### config.mk
export PLATFORM = sky130hd
export DESIGN_NAME = uart_16550_host
export DESIGN_NICKNAME = d
export VERILOG_FILES = /design/src/rtl/uart_16550_host.sv
export SDC_FILE = /design/constraint.sdc
export NUM_CORES = 1
export LEC_CHECK = 0
export ABC_AREA = 1
export CAP_MARGIN = 20
export CORE_MARGIN = 2
export CORE_UTILIZATION = 23
export DETAILED_ROUTE_END_ITERATION = 7
export SLEW_MARGIN = 10
export SYNTH_ARGS = -nofsm -noshare
export SYNTH_HDL_FRONTEND = slang
export SYNTH_SLANG_ARGS = --single-unit
### constraint.sdc
create_clock -name clk -period 3.4 [get_ports clk]
set_clock_uncertainty 0.2 [all_clocks]
set_input_delay 0.68 -clock clk [delete_from_list [all_inputs] [get_ports clk]]
set_output_delay 0.68 -clock clk [all_outputs]
set_load 0.05 [all_outputs]
### src/rtl/uart_16550_host.sv
// uart_16550_host
//   Register-level host for a 16550-style UART. After reset it programs
//   LCR, FCR and IER. It then polls LSR forever and moves bytes between
//   the UART and two valid/ready streams: a one-byte TX holding register
//   in front of THR, and a one-byte RX output register fed from RBR.
//
// Ports
//   clk, reset          : sole clock (rising edge), async active-high reset
//   s_tx_valid/ready    : byte stream into the TX holding register
//   s_tx_data [7:0]
//   m_rx_valid/ready    : received byte stream out of the RBR reads
//   m_rx_data [7:0]
//   req_valid/ready     : register access handshake to the UART responder
//   req_addr  [2:0]       (register offset), req_we (1 = write),
//   req_wdata [7:0]       write data, req_rdata [7:0] combinational read data
//   init_done           : init sequence finished, holds until reset
//   bus_err             : sticky, some access timed out
//   rx_err              : sticky, an LSR read returned bit 7 set
module uart_16550_host #(
    parameter logic [7:0] INIT_LCR = 8'h03,
    parameter logic [7:0] INIT_FCR = 8'h01,
    parameter logic [7:0] INIT_IER = 8'h00,
    parameter int         POLL_GAP = 4,
    parameter int         TIMEOUT  = 16
) (
    input  logic       clk,
    input  logic       reset,
    input  logic       s_tx_valid,
    input  logic [7:0] s_tx_data,
    output logic       s_tx_ready,
    output logic       m_rx_valid,
    output logic [7:0] m_rx_data,
    input  logic       m_rx_ready,
    output logic       req_valid,
    output logic [2:0] req_addr,
    output logic [7:0] req_wdata,
    output logic       req_we,
    input  logic       req_ready,
    input  logic [7:0] req_rdata,
    output logic       init_done,
    output logic       bus_err,
    output logic       rx_err
);

    typedef enum logic [2:0] {
        ST_INIT_LCR, ST_INIT_FCR, ST_INIT_IER, ST_POLL_LSR,
        ST_DECIDE,   ST_WR_THR,   ST_RD_RBR,   ST_GAP
    } state_t;

    // Access substates: START issues the first access after reset, REQ
    // holds req_valid until req_ready or timeout, ACK is the second valid
    // cycle, IDLE is the mandatory req_valid=0 cycle between accesses.
    typedef enum logic [1:0] {SUB_START, SUB_REQ, SUB_ACK, SUB_IDLE} sub_t;

    typedef enum logic {SIDE_RX = 1'b0, SIDE_TX = 1'b1} side_t;

    localparam int              WCW       = $clog2(TIMEOUT + 1);
    localparam logic [WCW-1:0]  WAIT_LAST = WCW'(TIMEOUT - 1);
    localparam logic [7:0]      GAP_LAST  = 8'(POLL_GAP - 1);

    state_t         state, succ;
    sub_t           sub;
    side_t          last_served;
    logic           advance;
    logic [WCW-1:0] wait_cnt;
    logic [7:0]     gap_cnt;
    logic [7:0]     tx_hold;
    logic           tx_hold_full;
    logic           lsr_thre;   // LSR[5] from the latest poll
    logic           lsr_dr;     // LSR[0] from the latest poll
    logic           tx_elig, rx_elig;

    function automatic logic is_access(state_t s);
        return (s != ST_DECIDE) && (s != ST_GAP);
    endfunction

    function automatic logic [2:0] access_addr(state_t s);
        case (s)
            ST_INIT_LCR: return 3'd3;
            ST_INIT_FCR: return 3'd2;
            ST_INIT_IER: return 3'd1;
            ST_POLL_LSR: return 3'd5;
            default:     return 3'd0;
        endcase
    endfunction

    function automatic logic [7:0] access_wdata(state_t s, logic [7:0] thr_byte);
        case (s)
            ST_INIT_LCR: return INIT_LCR;
            ST_INIT_FCR: return INIT_FCR;
            ST_INIT_IER: return INIT_IER;
            ST_WR_THR:   return thr_byte;
            default:     return 8'h00;
        endcase
    endfunction

    // Reset forces ready low without waiting for a clock edge.
    assign s_tx_ready = !reset && !tx_hold_full;

    assign tx_elig = lsr_thre && tx_hold_full;
    assign rx_elig = lsr_dr && !m_rx_valid;

    // Successor selection; advance marks the edge at which state moves on
    // (and, for access states, the next access is launched).
    always_comb begin
        // NOTE: every output of this block gets a default first so no path
        // leaves it unassigned and no latch is inferred.
        advance = 1'b0;
        succ    = state;
        case (state)
            ST_DECIDE: begin
                advance = 1'b1;
                if (tx_elig && rx_elig)
                    succ = (last_served == SIDE_TX) ? ST_RD_RBR : ST_WR_THR;
                else if (tx_elig)
                    succ = ST_WR_THR;
                else if (rx_elig)
                    succ = ST_RD_RBR;
                else
                    succ = (POLL_GAP == 0) ? ST_POLL_LSR : ST_GAP;
            end
            ST_GAP: begin
                if (gap_cnt == GAP_LAST) begin
                    advance = 1'b1;
                    succ    = ST_POLL_LSR;
                end
            end
            default: begin
                if (sub == SUB_START) begin
                    advance = 1'b1;
                end else if (sub == SUB_IDLE) begin
                    advance = 1'b1;
                    case (state)
                        ST_INIT_LCR: succ = ST_INIT_FCR;
                        ST_INIT_FCR: succ = ST_INIT_IER;
                        ST_POLL_LSR: succ = ST_DECIDE;
                        default:     succ = ST_POLL_LSR;  // IER, THR, RBR
                    endcase
                end
            end
        endcase
    end

    // NOTE: all state below uses non-blocking assignments so every register
    // samples pre-edge values regardless of statement order.
    always_ff @(posedge clk or posedge reset) begin
        if (reset) begin
            state        <= ST_INIT_LCR;
            sub          <= SUB_START;
            last_served  <= SIDE_RX;
            wait_cnt     <= '0;
            gap_cnt      <= 8'h00;
            tx_hold      <= 8'h00;
            tx_hold_full <= 1'b0;
            lsr_thre     <= 1'b0;
            lsr_dr       <= 1'b0;
            req_valid    <= 1'b0;
            req_addr     <= 3'd0;
            req_wdata    <= 8'h00;
            req_we       <= 1'b0;
            m_rx_valid   <= 1'b0;
            m_rx_data    <= 8'h00;
            init_done    <= 1'b0;
            bus_err      <= 1'b0;
            rx_err       <= 1'b0;
        end else begin
            // Stream handshakes run in every state. The FSM only clears
            // tx_hold_full while it is set and only sets m_rx_valid while it
            // is clear, so these never collide with the FSM updates.
            if (s_tx_valid && s_tx_ready) begin
                tx_hold      <= s_tx_data;
                tx_hold_full <= 1'b1;
            end
            if (m_rx_valid && m_rx_ready)
                m_rx_valid <= 1'b0;

            if (advance) begin
                state <= succ;
                if (is_access(succ)) begin
                    req_valid <= 1'b1;
                    req_addr  <= access_addr(succ);
                    req_we    <= (succ != ST_POLL_LSR) && (succ != ST_RD_RBR);
                    req_wdata <= access_wdata(succ, tx_hold);
                    sub       <= SUB_REQ;
                    wait_cnt  <= '0;
                end
                if (succ == ST_GAP)
                    gap_cnt <= 8'h00;
                if (succ == ST_WR_THR)
                    last_served <= SIDE_TX;
                if (succ == ST_RD_RBR)
                    last_served <= SIDE_RX;
            end else if (state == ST_GAP) begin
                gap_cnt <= gap_cnt + 8'd1;
            end else begin
                case (sub)
                    SUB_REQ: begin
                        if (req_ready) begin
                            sub <= SUB_ACK;
                            case (state)
                                ST_POLL_LSR: begin
                                    lsr_thre <= req_rdata[5];
                                    lsr_dr   <= req_rdata[0];
                                    if (req_rdata[7])
                                        rx_err <= 1'b1;
                                end
                                ST_RD_RBR: m_rx_data    <= req_rdata;
                                ST_WR_THR: tx_hold_full <= 1'b0;
                                default: ;
                            endcase
                        end else if (wait_cnt == WAIT_LAST) begin
                            // Abandon the access; a timed-out poll reads as
                            // "no work" and a timed-out THR keeps its byte.
                            req_valid <= 1'b0;
                            bus_err   <= 1'b1;
                            sub       <= SUB_IDLE;
                            if (state == ST_POLL_LSR) begin
                                lsr_thre <= 1'b0;
                                lsr_dr   <= 1'b0;
                            end
                            if (state == ST_INIT_IER)
                                init_done <= 1'b1;
                        end else begin
                            wait_cnt <= wait_cnt + 1'b1;
                        end
                    end
                    SUB_ACK: begin
                        req_valid <= 1'b0;
                        sub       <= SUB_IDLE;
                        if (state == ST_RD_RBR)
                            m_rx_valid <= 1'b1;
                        if (state == ST_INIT_IER)
                            init_done <= 1'b1;
                    end
                    default: ;
                endcase
            end
        end
    end

endmodule

==> reports/qor.txt <==
CP arrival = 1.48 ns
Multi-input logic area = 1200 sq um
Top delay family on crit path = buffers and inverters
Worst EP required = 2.52 ns
Endpoints failing setup = 0
Post-synthesis sequential area ratio = 49.2%
Worst-case clock buffer depth = 2
Fin. max-slew vios = 0
I/O Buffers = 46
Worst Hold Launch = rx_err
Top_reg_cell synth = dfrtp_1
Post_cts resized = 0
Share of cells above drive strength 1 = 11.0%
# nets final = 410
CP peak stage delay = 0.81 ns
Die Span Y = 114 um
Antenna-violating nets left = 0
Slowest CP cell = clkdlybuf4s50_1
CP Capture Type = primary output
Final instance area = 3560 sq um
Drt wl/cell = 11.8 um
GRT Util Overall = 10.5%
N_diodes = 0
Die area = 13100 sq um
Core area = 12000 sq um
Clk_lat worst skew = 0.29 ns
Run status = finished, final reports clean
NetSw = 1.93 mW
Post-CTS Setup Bufs = 0
Shortest period the worst path allows = 2.36 ns
Boundary Pins = 47
Seq pwr share = 28.6%
Placed cell areas = 3410 sq um
Count of final hold-check violations = 0
Hold-fix buffers, CTS = 0
R2r endpoint = sub[0]
Chip width = 114 um
Largest net degree at the start of global routing = 21
Gate power share = 57.8%
Mapped Area = 2800 sq um
FILL cells = 1271
Final wirelength = 6230 um
Drt via density = 4.30
Hold WC Path Type = reg -> reg
HPWL after DPL = 4780 um
TritonCTS clock tree = built
Initial antenna violation count = 0
Initial DRT Pass Iterations = 6
Reg area = 1380 sq um
Residual DRC = 0
Crit share post-route = 69.4%
H-tree levels = 2
DR iter-0 viols = 86
RR Startpoint = gap_cnt[0]
Peak VDD IR = 0.000466 V
Area leader, netlist = dfrtp_1
Highest clock rate = 424 MHz
Vias = 2275
Global route overflow = 0
Pwr/cell area = 1060 nW/um^2
MaxCap Viol Count = 0
RSZ-0062 raised after global routing = no
Setup TNS = 0 ns
Buf/Inv on CP = 1
Synth Register Bits = 55
First-pass GRT wire length = 11000 um
FP Rows = 40
Critical path type = reg -> out
Final estimated routing congestion in global placement = 0.817
Synth cell types = 33
Syn_nets = 361
Vias in the first global route = 2331
Hold Path Depth = 1
R2R depth = 11
Ys async rst share = 100%
Synth Area per Inst = 8.41 sq um
Sw Ratio = 51.2%
YS warnings = 0
Number of flops mapped to enable cells by yosys = 0
Initial Utilization = 23.4%
Clk sinks = 55
Crit-path cells = clkdlybuf4s50_1
Worst relative slew slack = 60.4%
R2R Setup Slk = 1.08 ns
Int Pwr = 1.83 mW
CTS buffer count = 5
Post-synth top area share = 49.2%
Hold path endpoint = rx_err
Worst-Margin Slew = 0.592 ns
Root Buffer = clkbuf_16
Syn-to-layout area delta = 27.1%
Startpoint class of the critical path = register
Worst-path fanout max = 2
Leakage Power = 1.73 nW
Part of the power in the clock network = 13.5%
Syn Inst Count = 333
Clock slew at reported path FFs = 0.07 ns
Most area-consuming cells after synthesis = dfrtp_1 (49%), nand2_1 (12%), nand3_1 (5.9%)
-- worst max path at each step --
stage                     from  cells past startpoint      endpoint  slack [ns]
finish               req_valid                      1     req_valid        1.04
global route        gap_cnt[0]                     11        sub[1]        0.81
CTS                  req_valid                      1     req_valid        1.00
detailed placement   req_ready                      6  m_rx_data[6]        0.99
global placement     req_ready                      6  m_rx_data[6]        1.06
floorplan                reset                      5    tx_hold[2]        1.02
-- cells in the final DEF (no fill, tap or decap), drive strengths merged --
master,Yosys,routed
a21oi,4,4
a31o,1,1
a41o,1,1
buf,4,3
clkbuf,2,6
clkdlybuf4s50,0,45
clkinv,2,3
dfrtp,55,55
ha,7,7
inv,46,46
mux2i,1,1
nand2,102,102
nand3,40,40
nand3b,1,1
nand4,4,4
nor2,15,15
nor3,4,4
nor4,1,1
o21ai,32,32
o31ai,1,1
o41ai,1,1
or2,2,2
xor2,7,7
-- area by class of cell --
| class | instances | share of cell area (%) |
|---|---|---|
| Sequential cell | 55 | 38.7 |
| Multi-Input combinational cell | 224 | 33.8 |
| Timing Repair Buffer | 48 | 13.3 |
| Tap cell | 147 | 5.17 |
| Inverter | 48 | 5.06 |
| Clock buffer | 6 | 3.90 |
| Clock inverter | 1 | 0.141 |
-- power by group through the flow --
stage          sequential [mW]  clock (mW)  combinational [mW]
2_1_floorplan             1.45           0                1.29
3_3_place_gp              1.09           0                2.15
3_5_place_dp              1.09           0                2.18
4_1_cts                   1.08       0.524                2.20
5_1_grt                   1.11       0.554                2.44
6_report                  1.08       0.508                2.17
-- metal layers --
| metal | global-route usage, % | up-vias | wire [um] |
|---|---|---|---|
| met3 | 2.12 | 8 | 232 |
| met5 | 0 | - | 0 |
| met1 | 14.1 | 1068 | 3080 |
| li1 | - | 1166 | - |
| met2 | 16.7 | 33 | 2830 |
| met4 | 3.66 | 0 | 88 |
-- cells in the mapped netlist, drive strengths merged (2+ instances only) --
library cell	count
or2	2
a21oi	4
nand2	102
clkbuf	2
nor2	15
o21ai	32
xor2	7
nor3	4
clkinv	2
inv	46
nand4	4
nand3	40
ha	7
buf	4
dfrtp	55
-- logic make-up (layout without fill, tap and decap cells) --
| logic type | Yosys count | in the layout | synth area share [%] |
|---|---|---|---|
| flops | 55 | 55 | 49.2 |
| buf+inv | 54 | 103 | 7.95 |
| mux | 1 | 1 | 0.357 |
| simple gates | 169 | 169 | 29.1 |
| fa+ha+maj | 7 | 7 | 3.13 |
| compound gates | 40 | 40 | 8.09 |
| xor+xnor | 7 | 7 | 2.19 |
-- per-stage QoR --
step | util [%] | power, mW | std cells | setup slack [ns] | hold WS (ns)
finish | 29.7 | 3.76 | 529 | 1.04 | 0.266
detailed placement | 28.5 | 3.27 | 522 | 0.994 | 0.258
global route | 29.7 | 4.10 | 529 | 0.805 | 0.306
global placement | 28.5 | 3.24 | 522 | 1.06 | 0.268
floorplan | - | 2.74 | 333 | 1.02 | 0.249
CTS | 29.7 | 3.80 | 529 | 1.00 | 0.274
-- state kept, by name (all words and copies together) (netlist names), 2 cells and up --
register and count:
state 3, wait_cnt 5, req_addr 3, gap_cnt 8
tx_hold 8, m_rx_data 8, req_wdata 8, sub 2
Note: power is estimated with default switching activity, not from simulation.
